===== src/rtl/bin_to_bcd_seq_if.sv =====
// +--------------------------------------------------------------------+
// | Module : bin_to_bcd_seq_if                                          |
// | Brief  : Request/result bundle for the sequential binary-to-BCD     |
// |          converter.                                                 |
// | Rev    : 1.0  initial release                                       |
// +--------------------------------------------------------------------+
`default_nettype none

interface bin_to_bcd_seq_if #(
  parameter int BIN_W = 10
);
  logic             start;
  logic [BIN_W-1:0] bin_in;
  logic             busy;
  logic             done;
  logic [11:0]      bcd_out;
  logic             overflow;

  modport master (
    output start,
    output bin_in,
    input  busy,
    input  done,
    input  bcd_out,
    input  overflow
  );

  modport slave (
    input  start,
    input  bin_in,
    output busy,
    output done,
    output bcd_out,
    output overflow
  );
endinterface

`default_nettype wire


===== src/rtl/bin_to_bcd_seq.sv =====
// +--------------------------------------------------------------------+
// | Module : bin_to_bcd_seq                                             |
// | Brief  : Shift-and-add-3 binary to 3-digit packed BCD, one bit per  |
// |          clock, saturating to 999 with an overflow flag.            |
// | Rev    : 1.0  initial release                                       |
// +--------------------------------------------------------------------+
`default_nettype none

module bin_to_bcd_seq #(
  parameter int BIN_W   = 10,
  parameter int BCD_MAX = 999
) (
  input  wire logic         PCLK,
  input  wire logic         PRESET,
  bin_to_bcd_seq_if.slave   bus
);

  localparam int               c_CNT_W  = $clog2(BIN_W);
  localparam int               c_DIGITS = 5;
  localparam int               c_SCR_W  = 4 * c_DIGITS;
  localparam logic [c_CNT_W-1:0] c_LAST = c_CNT_W'(BIN_W - 1);
  localparam logic [11:0]      c_SAT    = {4'(BCD_MAX / 100),
                                           4'((BCD_MAX / 10) % 10),
                                           4'(BCD_MAX % 10)};

  typedef enum logic [1:0] {
    S_IDLE  = 2'd0,
    S_SHIFT = 2'd1,
    S_DONE  = 2'd2
  } state_t;

  state_t               r_state;
  state_t               w_state_nxt;
  logic [BIN_W-1:0]     r_bin;
  logic [c_SCR_W-1:0]   r_scratch;
  logic [c_SCR_W-1:0]   w_adj;
  logic [c_CNT_W-1:0]   r_cnt;
  logic                 r_busy;
  logic                 r_done;
  logic [11:0]          r_bcd;
  logic                 r_ovf;
  logic                 w_accept;
  logic                 w_last;
  logic                 w_over;

  assign w_accept = (r_state == S_IDLE) && bus.start;
  assign w_last   = (r_state == S_SHIFT) && (r_cnt == c_LAST);

  // Correct every digit before the shift so it carries properly into the next digit.
  for (genvar g = 0; g < c_DIGITS; g++) begin : g_digit
    assign w_adj[4*g +: 4] = (r_scratch[4*g +: 4] >= 4'd5) ?
                             (r_scratch[4*g +: 4] + 4'd3) : r_scratch[4*g +: 4];
  end

  // Narrow inputs can never exceed 511, so no thousands digit can appear.
  if (BIN_W <= 9) begin : g_no_ovf
    assign w_over = 1'b0;
  end else begin : g_ovf
    assign w_over = |r_scratch[c_SCR_W-1:12];
  end

  always_ff @(posedge PCLK) begin
    if (PRESET) begin
      r_state <= S_IDLE;
    end else begin
      r_state <= w_state_nxt;
    end
  end

  always_comb begin
    w_state_nxt = r_state;
    case (r_state)
      S_IDLE:  if (w_accept) w_state_nxt = S_SHIFT;
      S_SHIFT: if (w_last)   w_state_nxt = S_DONE;
      S_DONE:                w_state_nxt = S_IDLE;
      default:               w_state_nxt = S_IDLE;
    endcase
  end

  always_ff @(posedge PCLK) begin
    if (PRESET) begin
      r_bin     <= '0;
      r_scratch <= '0;
      r_cnt     <= '0;
      r_busy    <= 1'b0;
      r_done    <= 1'b0;
      r_bcd     <= 12'h000;
      r_ovf     <= 1'b0;
    end else begin
      r_done <= 1'b0;
      case (r_state)
        S_IDLE: begin
          if (w_accept) begin
            r_bin     <= bus.bin_in;
            r_scratch <= '0;
            r_cnt     <= '0;
            r_busy    <= 1'b1;
          end
        end
        S_SHIFT: begin
          {r_scratch, r_bin} <= {w_adj[c_SCR_W-2:0], r_bin, 1'b0};
          r_cnt              <= r_cnt + c_CNT_W'(1);
          if (w_last) begin
            r_busy <= 1'b0;
          end
        end
        S_DONE: begin
          // Result and flag change together so a mid-conversion read is never torn.
          r_done <= 1'b1;
          r_ovf  <= w_over;
          r_bcd  <= w_over ? c_SAT : r_scratch[11:0];
        end
        default: begin
          r_busy <= 1'b0;
        end
      endcase
    end
  end

  assign bus.busy     = r_busy;
  assign bus.done     = r_done;
  assign bus.bcd_out  = r_bcd;
  assign bus.overflow = r_ovf;

endmodule

`default_nettype wire


===== src/flat_wrapper.sv =====
// flat-port wrapper written by rule: the top's interface ports become plain ports
module bin_to_bcd_seq_flat 
#(
  parameter int BIN_W   = 10,
  parameter int BCD_MAX = 999
)
  (PCLK, PRESET, bus_start, bus_bin_in, bus_busy, bus_done, bus_bcd_out, bus_overflow);
  bin_to_bcd_seq_if #(.BIN_W(BIN_W)) bus_i ();
  input  wire logic PCLK;
  input  wire logic PRESET;
  input wire logic [$bits(bus_i.start)-1:0] bus_start;
  input wire logic [$bits(bus_i.bin_in)-1:0] bus_bin_in;
  output wire logic [$bits(bus_i.busy)-1:0] bus_busy;
  output wire logic [$bits(bus_i.done)-1:0] bus_done;
  output wire logic [$bits(bus_i.bcd_out)-1:0] bus_bcd_out;
  output wire logic [$bits(bus_i.overflow)-1:0] bus_overflow;
  assign bus_i.start = bus_start;
  assign bus_i.bin_in = bus_bin_in;
  assign bus_busy = bus_i.busy;
  assign bus_done = bus_i.done;
  assign bus_bcd_out = bus_i.bcd_out;
  assign bus_overflow = bus_i.overflow;
  bin_to_bcd_seq #(.BIN_W(BIN_W), .BCD_MAX(BCD_MAX)) u_core (.PCLK(PCLK), .PRESET(PRESET), .bus(bus_i));
endmodule

===== config.mk =====
export PLATFORM = sky130hd
export DESIGN_NAME = bin_to_bcd_seq_flat
export DESIGN_NICKNAME = d
export VERILOG_FILES = /design/src/rtl/bin_to_bcd_seq_if.sv /design/src/rtl/bin_to_bcd_seq.sv /design/src/flat_wrapper.sv
export SDC_FILE = /design/constraint.sdc
export NUM_CORES = 1
export LEC_CHECK = 0
export BUFFER_PORTS_ARGS = -buffer_cell sky130_fd_sc_hd__clkbuf_2
export CAP_MARGIN = 20
export CORE_MARGIN = 5
export CORE_UTILIZATION = 37
export CTS_CLUSTER_SIZE = 20
export DETAILED_ROUTE_END_ITERATION = 6
export GPL_TIMING_DRIVEN = 0
export HOLD_SLACK_MARGIN = 0.08
export SETUP_SLACK_MARGIN = 0.05
export SLEW_MARGIN = 5
export SYNTH_ARGS = -nofsm -noshare
export SYNTH_HDL_FRONTEND = slang
export SYNTH_SLANG_ARGS = --single-unit
export TNS_END_PERCENT = 20

===== constraint.sdc =====
create_clock -name PCLK -period 1.3 [get_ports PCLK]
set_clock_uncertainty 0.05 [all_clocks]
set_input_delay 0.26 -clock PCLK [delete_from_list [all_inputs] [get_ports PCLK]]
set_output_delay 0.26 -clock PCLK [all_outputs]
set_load 0.02 [all_outputs]

==> metrics.txt <==
run status complete, but fails checks; violations in the final reports negative setup slack; global routing usage on met2 23.6%; clock power share 32.6%; origin of the worst min-delay path bus_bin_in[0]; maximum number of pins on one net before global-route repair 15; placer congestion estimate 0.805; CP max FO 5; Register Area 1060 sq um; most common cell after layout, fill and taps aside nor2_1; Max clock buf depth 2; per-cell via count in the routed design 5.20; horizontal extent of the die just over 90 um; P per Cell Area around 840 nW/um^2; diodes inserted 0; I/O pin count 28; antenna violations before repair 0; warnings from Yosys 0; sequential share of power 56.1%; HPWL after DPL about 3800 um; register bit total from synthesis 51; global-route wire length before repair 10,200 um; fraction of final layout cells with drive strength greater than 1 44.0%; Static Leakage around 1.3 nW; cell count after synthesis 287; relative contribution of combinational cells to total power 11.3%; clock tree from TritonCTS built; relative slew slack between 50% and 60%; number of vias in the routed layout ~2,200; fmax 0.724 GHz; synthesis-to-layout area growth 39.2%; Net Switching 0.722 mW; drt wl/cell between 15 and 20 um; total of buffers placed on input and output ports 27; vias in the first global route ~2,100; number of library cell types mapped by synthesis 35; internal power 2.15 mW; met1 track demand over resource between 15 and 20%; clock latency on the worst-skew pair about 0.3 ns; Slew Viols, Final 0; path category of the worst min-delay check in -> reg; total iterations of the first detailed-routing run 4; worst reg2reg startpoint u_core.r_scratch[18]$_SDFFE_PP0P_; met3 usage around 4.1%; Period Utilization, post-route 106%; Post-DRT Antenna Nets 0; worst hold path endpoint u_core.r_bin[0]$_SDFFE_PP0P_; Setup Crit Path Kind reg -> reg; worst voltage drop across the vdd grid 0.000507 V; root buffer cell clkbuf_8; iteration-0 DRC count of the detailed router 81; unrepaired setup endpoints after global routing yes; clock-pin transition on the worst setup and hold timing paths about 0.090 ns; final count of negative-setup-slack endpoints 19; Die Area around 8400 sq um; cell count of the worst hold path 3; die span in y slightly above 90 um; H-tree depth 2; post-synthesis area per instance 8.55 sq um; Final min period 1.38 ns; switching power as a share of total power around a quarter; cell area after synthesis 2450 sq um; multi-input logic area 1660 sq um; Core Util, Final 53.5%; top library cells by usage in the layout, fill and taps aside 45 x nor2_1, 35 x dfxtp_1, 30 x clkbuf_2, 19 x nor3_1, 17 x a21oi_1; r2r endpoint u_core.bus.bcd_out[2]$_SDFFE_PP0P_; DRC Markers 0; register area share after synthesis between 40% and 50%; overall fraction of global-route tracks in use 14.6%; final critical-path setup slack -0.0814 ns; max-cap viol count 0; synthesized netlist net count between 300 and 400; area of the core 6390 sq um; Starting Density about two fifths; GR peak layer met2; hold slack 0.140 ns; CP Data Required Time ~1.5 ns; final hold viol count 0; startpoint types flip-flop; std cell rows 29; Worst setup EP type flip-flop; grt total ovfl 0; hold-fix buffer count after cts 0; cts bufs inserted 5; Routed Wire Length 6390 um; Register-to-Register Setup Slack -0.08 ns; fill cell total of the finished layout ~570; slew at the pin with the worst max-slew slack approximately 0.63 ns; Layout Nets 366; Data arrival, critical path 1.57 ns; R2R depth 5; # clock sinks 51
layer usage:
metal | part of all wire, % | up-vias | routed length, um
li1 | - | 1094 | -
met5 | 0 | - | 0
met1 | 44 | 1003 | 2840
met2 | 48 | 56 | 3080
met3 | 5.7 | 12 | 361
met4 | 1.7 | 0 | 107
cells in the mapped netlist:
cell,instances,area [sq um]
buf_1,1,3.75
nor2_1,47,176
ha_1,14,175
a22oi_1,3,22.5
mux2i_1,5,50.1
nor4_2,1,12.5
o21bai_1,1,7.51
a21o_1,1,7.51
nor2_2,1,6.26
mux2_2,1,11.3
and3b_1,1,8.76
nor3_1,20,100
a22o_2,1,10.0
buf_2,5,25.0
a22o_1,13,114
inv_1,12,45.0
nor2_4,2,22.5
nor2_8,1,20.0
a211oi_1,3,22.5
nor3b_1,2,15.0
a311oi_1,3,26.3
clkbuf_1,6,22.5
o21ai_0,10,50.1
dfxtp_1,51,1020
nand2b_1,7,43.8
buf_6,1,11.3
xnor2_1,5,43.8
a21oi_1,29,145
and3_1,1,6.26
buf_4,5,37.5
nand3_1,13,65.1
nor2b_1,10,62.6
nand2_1,6,22.5
xor2_1,4,35.0
and2_1,1,6.26
state kept, by name, indices dropped and copies added, names as in the netlist:
register,count
u_core.r_cnt,4
u_core.bus.done,1
u_core.bus.overflow,1
u_core.bus.bcd_out,12
u_core.r_bin,10
u_core.r_state,2
u_core.bus.busy,1
u_core.r_scratch,20
cell type report:
type	count	area share, %
plain buffers	17	4.91
inverters	12	1.68
well taps	77	2.82
clock buffers	6	2.42
clock inverters	1	0.146
multi-input cells	206	48.6
repair buffers	46	8.53
flip-flops and latches	51	30.9
power groups by stage:
stage | clock (mW) | sequential, mW | combinational, mW
2_1_floorplan | 0 | 1.65 | 0.178
3_3_place_gp | 0 | 1.65 | 0.251
3_5_place_dp | 0 | 1.66 | 0.251
4_1_cts | 0.955 | 1.61 | 0.282
5_1_grt | 1.01 | 1.62 | 0.365
6_report | 0.937 | 1.61 | 0.326
logic make-up (layout without fill, tap and decap cells):
| group | Yosys count | after routing | synth area share [%] |
|---|---|---|---|
| xor+xnor | 9 | 9 | 3.21 |
| simple gates | 113 | 113 | 23.1 |
| compound gates | 64 | 64 | 16.5 |
| flops | 51 | 51 | 41.6 |
| fa+ha+maj | 14 | 14 | 7.14 |
| buf+inv | 30 | 82 | 5.91 |
| mux | 6 | 6 | 2.50 |
worst max-delay path by stage:
stage	cells past startpoint	slack, ns	startpoint	end
3_3_place_gp	4	-0.35	PRESET	u_core.r_bin[6]$_SDFFE_PP0P_
5_1_grt	5	-0.14	u_core.r_scratch[18]$_SDFFE_PP0P_	u_core.bus.bcd_out[2]$_SDFFE_PP0P_
3_5_place_dp	4	-0.35	PRESET	u_core.r_bin[5]$_SDFFE_PP0P_
2_1_floorplan	6	0.02	u_core.r_scratch[4]$_SDFFE_PP0P_	u_core.r_scratch[6]$_SDFFE_PP0P_
4_1_cts	5	-0.05	u_core.r_scratch[18]$_SDFFE_PP0P_	u_core.bus.bcd_out[6]$_SDFFE_PP0P_
6_report	5	-0.08	u_core.r_scratch[18]$_SDFFE_PP0P_	u_core.bus.bcd_out[2]$_SDFFE_PP0P_
worst max-delay path, cell delays in order (launching register included):
cell     delay, ns
dfxtp_4       0.37
nor4_4        0.30
and3_4        0.26
buf_8         0.13
nand3_4       0.08
a21oi_2       0.13
through the flow:
step	worst slack, ns	cells	cell area, sq um	power (mW)	setup TNS, ns
after floorplan	0.0204	287	2540	1.83	0
after global routing	-0.135	416	3420	3.00	-2.12
final	-0.0814	416	3420	2.88	-0.700
after global placement	-0.352	391	2780	1.90	-10.26
after CTS	-0.0540	405	3120	2.85	-0.732
after detailed placement	-0.350	391	2780	1.91	-10.52
repair_timing:
| item | in CTS | in global routing |
|---|---|---|
| gates cloned | 2 | 4 |
| pin swaps | 17 | 24 |
| buffers inserted | 6 | 7 |
| endpoints found under the setup margin | 50 | 51 |
| gates resized for setup | 58 | 59 |
Note: power is estimated with default switching activity, not from simulation.
